### config.mk
export PLATFORM = sky130hd
export DESIGN_NAME = u_lsu_flat
export DESIGN_NICKNAME = d
export VERILOG_FILES = /design/src/rtl/lsu_pkg.sv /design/src/rtl/lsu_if.sv /design/src/rtl/u_lsu_fmt.sv /design/src/rtl/u_lsu.sv /design/src/flat_wrapper.sv
export SDC_FILE = /design/constraint.sdc
export NUM_CORES = 1
export LEC_CHECK = 0
export ABC_AREA = 0
export BUFFER_PORTS_ARGS = -buffer_cell sky130_fd_sc_hd__buf_4
export CAP_MARGIN = 15
export CORE_UTILIZATION = 51
export CTS_CLUSTER_SIZE = 30
export DETAILED_ROUTE_END_ITERATION = 7
export PLACE_DENSITY = 0.86
export SYNTH_ARGS = -nofsm -noshare
export SYNTH_HDL_FRONTEND = slang
export SYNTH_SLANG_ARGS = --single-unit
### constraint.sdc
create_clock -name clk -period 6 [get_ports clk]
set_clock_uncertainty 0.1 [all_clocks]
set_input_delay 1.2 -clock clk [delete_from_list [all_inputs] [get_ports clk]]
set_output_delay 1.2 -clock clk [all_outputs]
set_load 0.02 [all_outputs]
### src/rtl/lsu_pkg.sv
// Purpose: shared types and helpers for the load/store unit.
// Latency: n/a (types, constants and a pure function only).
// Backpressure: n/a.
// Contents: FSM state enum, funct3 size/sign codes, exception codes, be_gen().
package lsu_pkg;

  typedef enum logic [1:0] {
    IDLE = 2'd0,
    REQ  = 2'd1,
    WAIT = 2'd2
  } lsu_state_e;

  localparam logic [2:0] F3_B  = 3'b000;
  localparam logic [2:0] F3_H  = 3'b001;
  localparam logic [2:0] F3_W  = 3'b010;
  localparam logic [2:0] F3_BU = 3'b100;
  localparam logic [2:0] F3_HU = 3'b101;

  localparam logic [1:0] EXC_MIS_LD = 2'd0;
  localparam logic [1:0] EXC_MIS_ST = 2'd1;
  localparam logic [1:0] EXC_ILL    = 2'd2;
  localparam logic [1:0] EXC_TMO    = 2'd3;

  // Byte enables for an access; funct3[1:0] carries the size.
  // Only called for aligned accesses, so the shift never spills out.
  function automatic logic [3:0] be_gen(input logic [2:0] f3, input logic [1:0] a);
    case (f3[1:0])
      2'b00:   be_gen = 4'b0001 << a;
      2'b01:   be_gen = 4'b0011 << a;
      default: be_gen = 4'b1111;
    endcase
  endfunction

endpackage

### src/rtl/lsu_if.sv
// Purpose: data-memory req/gnt/rvalid port bundle.
// Latency: n/a (wires only).
// Backpressure: req is held by the master until gnt; rvalid/rd are unconditional.
// Ports: req, we, be, adr, wd (master -> memory); gnt, rvalid, rd (memory -> master).
interface lsu_if;
  logic        req;
  logic        we;
  logic [3:0]  be;
  logic [31:0] adr;
  logic [31:0] wd;
  logic        gnt;
  logic        rvalid;
  logic [31:0] rd;

  modport master (output req, we, be, adr, wd, input gnt, rvalid, rd);
  modport slave  (input req, we, be, adr, wd, output gnt, rvalid, rd);
endinterface

### src/rtl/u_lsu_fmt.sv
// Purpose: load data aligner and sign/zero extender.
// Latency: combinational.
// Backpressure: none.
// Ports: rd (memory word), lane (adr[1:0]), f3 (funct3) -> res (regfile value).
module u_lsu_fmt
  import lsu_pkg::*;
(
  input  logic [31:0] rd,
  input  logic [1:0]  lane,
  input  logic [2:0]  f3,
  output logic [31:0] res
);

  logic [31:0] sh;

  always_comb begin
    sh  = rd >> {lane, 3'b000};
    res = sh;
    case (f3)
      F3_B:    res = {{24{sh[7]}}, sh[7:0]};
      F3_H:    res = {{16{sh[15]}}, sh[15:0]};
      F3_BU:   res = {24'h000000, sh[7:0]};
      F3_HU:   res = {16'h0000, sh[15:0]};
      default: res = sh;
    endcase
  end

endmodule

### src/rtl/u_lsu.sv
// Purpose: load/store stage; runs one data-memory transaction, writes loads back, raises exceptions.
// Latency: load accept T -> rf write at T+3 best case; store done at gnt; exceptions 1 cycle after cause.
// Backpressure: in_rdy low whenever a transaction is in REQ or WAIT; flush blocks acceptance.
// Ports: execute request (ld_v/st_v/funct3/rd_a/adr/st_d), in_rdy, dm (memory master),
//        regfile write (rf_rd_e/rf_rd_a/rf_rd_i), exception (exc_v/exc_code/exc_adr).
module u_lsu
  import lsu_pkg::*;
#(
  parameter int MAX_WAIT = 15
) (
  input  logic        clk,
  input  logic        rst,
  input  logic        flush,
  input  logic        ld_v,
  input  logic        st_v,
  input  logic [2:0]  funct3,
  input  logic [4:0]  rd_a,
  input  logic [31:0] adr,
  input  logic [31:0] st_d,
  output logic        in_rdy,
  lsu_if.master       dm,
  output logic        rf_rd_e,
  output logic [4:0]  rf_rd_a,
  output logic [31:0] rf_rd_i,
  output logic        exc_v,
  output logic [1:0]  exc_code,
  output logic [31:0] exc_adr
);

  localparam logic [7:0] WAIT_LAST = 8'(MAX_WAIT - 1);

  lsu_state_e  state, state_nxt;
  logic [2:0]  f3_q;
  logic [4:0]  rd_q;
  logic [31:0] adr_q;
  logic [31:0] st_q;
  logic        is_st_q;
  logic [7:0]  cnt;

  logic        accept, legal, misal, good, bad;
  logic        req, rsp, tmo;
  logic [31:0] wd;
  logic [31:0] fmt_o;

  assign in_rdy = (state == IDLE);
  assign accept = in_rdy & (ld_v | st_v) & ~flush;

  // Unsigned sub-word codes only exist for loads.
  always_comb begin
    legal = 1'b0;
    case (funct3)
      F3_B, F3_H, F3_W: legal = 1'b1;
      F3_BU, F3_HU:     legal = ld_v;
      default:          legal = 1'b0;
    endcase
  end

  assign misal = ((funct3[1:0] == 2'b01) & adr[0]) |
                 ((funct3[1:0] == 2'b10) & (adr[1:0] != 2'b00));
  assign good  = accept & legal & ~misal;
  assign bad   = accept & ~(legal & ~misal);

  assign req = (state == REQ);
  assign rsp = (state == WAIT) & dm.rvalid;
  // Timeout fires on the MAX_WAIT-th WAIT cycle that still has no rvalid.
  assign tmo = (state == WAIT) & ~dm.rvalid & (cnt == WAIT_LAST);

  always_ff @(posedge clk or posedge rst) begin
    if (rst) state <= IDLE;
    else     state <= state_nxt;
  end

  always_comb begin
    state_nxt = state;
    case (state)
      IDLE:    if (good) state_nxt = REQ;
      REQ:     if (dm.gnt) state_nxt = is_st_q ? IDLE : WAIT;
      WAIT:    if (rsp | tmo) state_nxt = IDLE;
      default: state_nxt = IDLE;
    endcase
  end

  always_ff @(posedge clk or posedge rst) begin
    if (rst) begin
      f3_q    <= 3'b000;
      rd_q    <= 5'd0;
      adr_q   <= 32'h0;
      st_q    <= 32'h0;
      is_st_q <= 1'b0;
    end else if (accept) begin
      f3_q    <= funct3;
      rd_q    <= rd_a;
      adr_q   <= adr;
      st_q    <= st_d;
      is_st_q <= st_v;
    end
  end

  always_ff @(posedge clk or posedge rst) begin
    if (rst)                         cnt <= 8'd0;
    else if ((state == WAIT) & ~rsp & ~tmo) cnt <= cnt + 8'd1;
    else                             cnt <= 8'd0;
  end

  always_comb begin
    case (f3_q[1:0])
      2'b00:   wd = {4{st_q[7:0]}};
      2'b01:   wd = {2{st_q[15:0]}};
      default: wd = st_q;
    endcase
  end

  // Port fields are zero outside REQ so the memory side never sees stale values.
  assign dm.req = req;
  assign dm.we  = req & is_st_q;
  assign dm.be  = req ? be_gen(f3_q, adr_q[1:0]) : 4'b0000;
  assign dm.adr = req ? {adr_q[31:2], 2'b00} : 32'h0;
  assign dm.wd  = req ? wd : 32'h0;

  u_lsu_fmt u_fmt (
    .rd   (dm.rd),
    .lane (adr_q[1:0]),
    .f3   (f3_q),
    .res  (fmt_o)
  );

  always_ff @(posedge clk or posedge rst) begin
    if (rst) begin
      rf_rd_e <= 1'b0;
      rf_rd_a <= 5'd0;
      rf_rd_i <= 32'h0;
    end else begin
      // x0 is hard-wired: the access runs but nothing is written back.
      rf_rd_e <= rsp & (rd_q != 5'd0);
      if (rsp) begin
        rf_rd_a <= rd_q;
        rf_rd_i <= fmt_o;
      end
    end
  end

  always_ff @(posedge clk or posedge rst) begin
    if (rst) begin
      exc_v    <= 1'b0;
      exc_code <= 2'd0;
      exc_adr  <= 32'h0;
    end else begin
      exc_v <= bad | tmo;
      if (bad) begin
        exc_code <= ~legal ? EXC_ILL : (st_v ? EXC_MIS_ST : EXC_MIS_LD);
        exc_adr  <= adr;
      end else if (tmo) begin
        exc_code <= EXC_TMO;
        exc_adr  <= adr_q;
      end
    end
  end

endmodule

### src/flat_wrapper.sv
// flat-port wrapper written by rule: the top's interface ports become plain ports
module u_lsu_flat import lsu_pkg::*;
#(
  parameter int MAX_WAIT = 15
)
  (clk, rst, flush, ld_v, st_v, funct3, rd_a, adr, st_d, in_rdy, rf_rd_e, rf_rd_a, rf_rd_i, exc_v, exc_code, exc_adr, dm_req, dm_we, dm_be, dm_adr, dm_wd, dm_gnt, dm_rvalid, dm_rd);
  lsu_if dm_i ();
  input  logic clk;
  input  logic rst;
  input  logic flush;
  input  logic ld_v;
  input  logic st_v;
  input  logic [2:0] funct3;
  input  logic [4:0] rd_a;
  input  logic [31:0] adr;
  input  logic [31:0] st_d;
  output logic in_rdy;
  output logic rf_rd_e;
  output logic [4:0] rf_rd_a;
  output logic [31:0] rf_rd_i;
  output logic exc_v;
  output logic [1:0] exc_code;
  output logic [31:0] exc_adr;
  output wire logic [$bits(dm_i.req)-1:0] dm_req;
  output wire logic [$bits(dm_i.we)-1:0] dm_we;
  output wire logic [$bits(dm_i.be)-1:0] dm_be;
  output wire logic [$bits(dm_i.adr)-1:0] dm_adr;
  output wire logic [$bits(dm_i.wd)-1:0] dm_wd;
  input wire logic [$bits(dm_i.gnt)-1:0] dm_gnt;
  input wire logic [$bits(dm_i.rvalid)-1:0] dm_rvalid;
  input wire logic [$bits(dm_i.rd)-1:0] dm_rd;
  assign dm_req = dm_i.req;
  assign dm_we = dm_i.we;
  assign dm_be = dm_i.be;
  assign dm_adr = dm_i.adr;
  assign dm_wd = dm_i.wd;
  assign dm_i.gnt = dm_gnt;
  assign dm_i.rvalid = dm_rvalid;
  assign dm_i.rd = dm_rd;
  u_lsu #(.MAX_WAIT(MAX_WAIT)) u_core (.clk(clk), .rst(rst), .flush(flush), .ld_v(ld_v), .st_v(st_v), .funct3(funct3), .rd_a(rd_a), .adr(adr), .st_d(st_d), .in_rdy(in_rdy), .dm(dm_i), .rf_rd_e(rf_rd_e), .rf_rd_a(rf_rd_a), .rf_rd_i(rf_rd_i), .exc_v(exc_v), .exc_code(exc_code), .exc_adr(exc_adr));
endmodule
* After elaboration in Yosys (flattened, before gate mapping)
Index checks and enable logic that the tools add are counted.
Cells by class: add/sub/neg operators 1, eq/ne operators 16, shifts and indexed selects 3, multiplexer cells 19, bitwise operators 25, reduce and logical (&&, ||, !) cells 10
Operators by type and width (count):
- 32-bit two-way mux | 4
- 32-bit one-hot mux with 4 select lines | 1
- 32-bit one-hot mux with 2 select lines | 1
- 32-bit by 5-bit >> shifter with 32-bit output | 1
- 1-bit AND | 15
- 2-bit two-way mux | 7
- 3-bit equality test, second input constant | 4
- 8-bit by 1-bit adder with 8-bit output, second input constant | 1
- 8-bit by 4-bit equality test with 1-bit output, second input constant | 1
- 8-bit two-way mux | 1
- 4-bit one-hot mux with 2 select lines | 1
- 2-bit by 1-bit equality test with 1-bit output, second input constant | 3
- 3-bit by 1-bit equality test with 1-bit output, second input constant | 2
- 3-bit logical NOT | 2
- 2-bit inequality test, second input constant | 3
- 1-bit inverter | 6
- 2-bit one-hot mux with 3 select lines | 1
- 5-bit nonzero test | 1
- 2-bit equality test, second input constant | 2
- 2-bit logical NOT | 2
- 4-bit two-way mux | 1
- 1-bit bitwise OR | 4
- 2-bit nonzero test | 2
- 1-bit by 2-bit << shifter with 4-bit output, first input constant | 1
- other kinds (7) | 7
Word-level totals: register bits 156, output and inout bits 144, word-level logic and storage cells 87

* Depth between registers and ports, before layout
word-level depth 8, depth in mapped cells 8, mapped depth without buffers 6

* Hierarchy
A second synthesis with hierarchy kept.
Second synthesis, totals: cell total of the unflattened synthesis 837, area total of the unflattened synthesis 7728.7 um2
By module, submodules not included:
- u_lsu | instances 1, cells each 730, area each 7034.2 um2, seq. area each 3903.7 um2
- u_lsu_fmt | instances 1, cells each 107, area each 694.4 um2, seq. area each 0.0 um2

* Worst setup path before layout
No wires, ideal clock.
path type reg-to-output, start point reg u_core.adr_q[0], end point out dm_be[2], arrival 1.520 ns, data required time 4.700 ns, path slack 3.180 ns, stages on the path, launching flop included 6, buffers on the path 2, cells stage by stage dfrtp_1 clkbuf_1 buf_1 a21oi_1 a21o_1 a21oi_1
On the way: longest elaborated chain between the ends 3, elaborated cells between the ends (all ways) 4
RTL lines:
- start, declared | RTL line u_lsu.sv:35 | logic [31:0] adr_q;
- start signal, assigned | RTL line u_lsu.sv:93 | adr_q <= adr;
- 2-bit by 2-bit << shifter with 4-bit output / 1-bit by 2-bit << shifter with 4-bit output (equally long branches) | RTL line lsu_pkg.sv:29, lsu_pkg.sv:28
- 4-bit one-hot mux with 2 select lines * | RTL line lsu_pkg.sv:27 | case (f3[1:0])
- 4-bit two-way mux * | RTL line u_lsu.sv:116 | assign dm.be = req ? be_gen(f3_q, adr_q[1:0]) : 4'b0000;
- end, declared | RTL line flat_wrapper.sv:26 | output wire logic [$bits(dm_i.be)-1:0] dm_be;
Every way passes the cells marked *; elsewhere a longest branch is shown, timed or not.

* Final worst setup path
start point reg u_core.f3_q[1], end point out dm_wd[11]
On the way: longest elaborated chain between the ends 3, elaborated cells between the ends (all ways) 4
RTL lines:
- start, declared | RTL line u_lsu.sv:33 | logic [2:0] f3_q;
- start signal, assigned | RTL line u_lsu.sv:91 | f3_q <= funct3;
- 2-bit by 1-bit equality test with 1-bit output / 2-bit logical NOT (equally long branches) | RTL line u_lsu.sv:106 | case (f3_q[1:0])
- 32-bit one-hot mux with 2 select lines * | RTL line u_lsu.sv:106
- 32-bit two-way mux * | RTL line u_lsu.sv:118 | assign dm.wd = req ? wd : 32'h0;
- end, declared | RTL line flat_wrapper.sv:28 | output wire logic [$bits(dm_i.wd)-1:0] dm_wd;
Marked as above.

==> summary.md <==
| Metric | Value |
|---|---|
| Run status | completed |
| CTS tree | done |
| CP cell instances | nor2_1 -> nand2_1 -> a21oi_1 -> buf_4 |
| GRT Util Overall | 29.3% |
| Final setup fails | 0 |
| Netlist Area Pre-Place | 7640 um^2 |
| Layout area overhead | 33.5% |
| CTS hold repair buffers | 0 |
| Fin. max-slew vios | 0 |
| Simple-gate share of the synthesized area | between 20 and 25% |
| Fin crit period | 3.90 ns |
| Dpl hpwl | between 15 and 20 mm |
| Hold Crit Depth | 2 |
| 1st-iter DRT viols | 433 |
| Initial Util | 52.4% |
| Core Area | 14600 um^2 |
| Fin crit share | between 60% and 70% |
| Worst setup margin | about 2.1 ns |
| DRC Markers | 0 |
| CP max stage cell | dfrtp_1 |
| Input/output buffers | 252 |
| FF-to-FF Start | u_core.state[0] |
| Hold Startpoint | u_core.st_q[17] |
| Element type at the critical path end | output port |
| FFs w/ async S/R, synth | between 90% and 100% |
| Startpoint class of the critical path | flop |
| Slew Limit Headroom | a little under a quarter |
| H-tree depth | 4 |
| Worst-path fanout max | 29 |
| Share of cells above drive strength 1 | 29.1% |
| Via count | 6931 |
| Ant diodes | 0 |
| Die span in y | 124 um |
| Largest net degree at the start of global routing | 114 |
| Endpoints failing hold | 0 |
| Critical Path Max Stage Delay | 0.81 ns |
| Global route overflow | 0 |
| Synth Area in Compound Gates | 8.67% |
| Antenna-violating nets left | 0 |
| Critical path arrival | 2.60 ns |
| Reg2Reg Depth | 5 |
| GP Congestion | 0.828 |
| Final setup TNS | 0 ns |
| Max Cap Viol | 0 |
| Initial antenna violation count | 0 |
| Crit Path Category | flop to output port |
| Post-Synth Adder-Cell Area | 0.328% |
| Nets | 1189 |
| Avg Cell Area, Syn | ~8.9 um^2 |
| Proportion of synthesized area in mux cells | 10.3% |
| Clk root buf | clkbuf_16 |
| Post-route cell area | 10200 um^2 |
| Hold Crit Class | flop to flop |
| Post-Syn Instances | between 800 and 900 |
| Worst Tran Pin Value | between 1 and 1.5 ns |
| Placed Area | 9570 um^2 |
| Required time worst endpoint | around 4.7 ns |
| Synth area leaders | dfrtp_1, nand2_1, mux2i_1, and2_1, nor2_1 |
| Post-synth cell types | 47 |
| Overall die width | 124 um |
| Syn. warnings | 0 |
| Post-synth EDFFs | 0 |
| First-pass GRT wire length | 35.5 mm |
| R2R setup slack | 3.27 ns |
| Num CTS Buffers | 17 |
| Wire length per cell | 17.5 um |
| # IOs | 255 |
| Place WS | between 2 and 3 ns |
| Routed WL | 22.2 mm |
| Clock Latency Late Sink | between 0.4 and 0.5 ns |
| Count leader, synth | nand2_1 |
| Longest Clk Path Bufs | 2 |
| Largest family of logic cells by synthesized area | simple AND/OR/NAND/NOR gates |
| Clock sink total | approximately 160 |
| Synth Flop Type | dfrtp_1 |
| RSZ-0062 raised after global routing | no |
| Xor-xnor portion of the synthesized cell area | 0.688% |
| Static leakage | 0.00535 uW |
| Hold EP | u_core.st_q[17] |
| Seq/Total Area, Yosys | between 50% and 60% |
| Post-CTS setup repair buffer count | 0 |
| Site Rows | 44 |
| Post_cts resized | 0 |
| Pwr dens | 420 nW/um^2 |
| R2r endpoint | u_core.exc_adr[26] |
| 1st-pass router iterations | 5 |
| Area share of the largest cell type after synthesis | 51.1% |
| Vias per cell | 5.44 |
| Most frequent cells after synthesis | nand2_1, dfrtp_1, nor2_1, mux2i_1, and2_1 |
| DIE AREA | 15500 um^2 |
| Fmax | 0.256 GHz |
| Fin Hold WS | 0.378 ns |
| Flops & latches, synth | 156 |
| Peak supply drop | 223 uV |
| Worst-path clk slew | 0.06 ns |
| Vias in the first global route | 6787 |
| Yosys top cell by area | dfrtp_1 |
[layer usage]
| layer | vias up | global-route usage, % | part of all wire [%] |
|---|---|---|---|
| met4 | 0 | 13.0 | 3.4 |
| li1 | 3237 | - | - |
| met2 | 314 | 47.4 | 48 |
| met1 | 3326 | 36.7 | 40 |
| met5 | - | 0 | 0 |
| met3 | 54 | 7.90 | 8.3 |
[cells by family after synthesis]
logic type | count (synthesis)
flip-flops | 156
AO/OA/AOI/OAI | 107
XOR/XNOR | 6
other | 1
buffers and inverters | 69
adder cells (fa/ha/maj) | 2
AND/OR/NAND/NOR | 438
multiplexers | 75
[stage by stage]
stage	std cells	total power [uW]	util (%)
floorplan	855	2490	-
global placement	1241	3110	65.6
detailed placement	1241	3150	65.6
CTS	1273	4290	69.9
global route	1273	4490	69.9
finish	1273	4280	69.9
[cell usage in the layout (no fill, tap or decap), drive strengths merged, types with 7 or more instances in the layout]
| master | Yosys | layout |
|---|---|---|
| a21oi | 34 | 34 |
| and2 | 53 | 53 |
| buf | 27 | 262 |
| clkbuf | 33 | 18 |
| dfrtp | 156 | 156 |
| inv | 9 | 12 |
| mux2 | 17 | 17 |
| mux2i | 57 | 57 |
| nand2 | 267 | 267 |
| nand3 | 25 | 25 |
| nor2 | 69 | 69 |
| o211ai | 7 | 7 |
| o21ai | 40 | 40 |
| o22a | 16 | 16 |
[cell type report]
class / instances / area [um^2]
clock buffer: 18 / 439
clock inverter: 14 / 185
fill: 1120 / 4390
inverter: 9 / 38.8
multi-input combinational: 630 / 3430
sequential: 156 / 3900
tap: 184 / 230
timing repair buffer: 262 / 1970
[flip-flops by register name, indices dropped and copies added (netlist names)]
| register | cells |
|---|---|
| u_core.rf_rd_i | 32 |
| u_core.exc_code | 2 |
| u_core.adr_q | 32 |
| u_core.exc_adr | 32 |
| u_core.exc_v | 1 |
| u_core.rf_rd_e | 1 |
| u_core.is_st_q | 1 |
| u_core.st_q | 32 |
| u_core.rf_rd_a | 5 |
| u_core.rd_q | 5 |
| u_core.state | 2 |
| u_core.f3_q | 3 |
| u_core.cnt | 8 |
[power by group]
part           internal, uW  switching, uW  total [uW]
clock network           674            461        1130
registers              1370            268        1640
logic                   654            852        1510
[how the worst max path moves through the flow]
stage                         from            endpoint  slack, ns  cells past startpoint
finish              u_core.f3_q[1]           dm_wd[11]       2.10                      4
global route        u_core.f3_q[1]           dm_wd[11]       1.91                      4
global placement             flush  u_core.exc_adr[30]       2.61                      6
CTS                 u_core.f3_q[1]           dm_wd[11]       2.13                      4
detailed placement           flush  u_core.exc_adr[26]       2.54                      6
floorplan                      rst     u_core.adr_q[0]       0.49                      1
[critical path, delay by kind of cell (launching register included)]
kind	cells	cell delay [ns]
DFF	1	0.81
and+or+nand+nor	2	0.92
AOI/OAI and AO/OA	1	0.25
buffers and inverters	1	0.19
(Power assumes the default switching activity.)
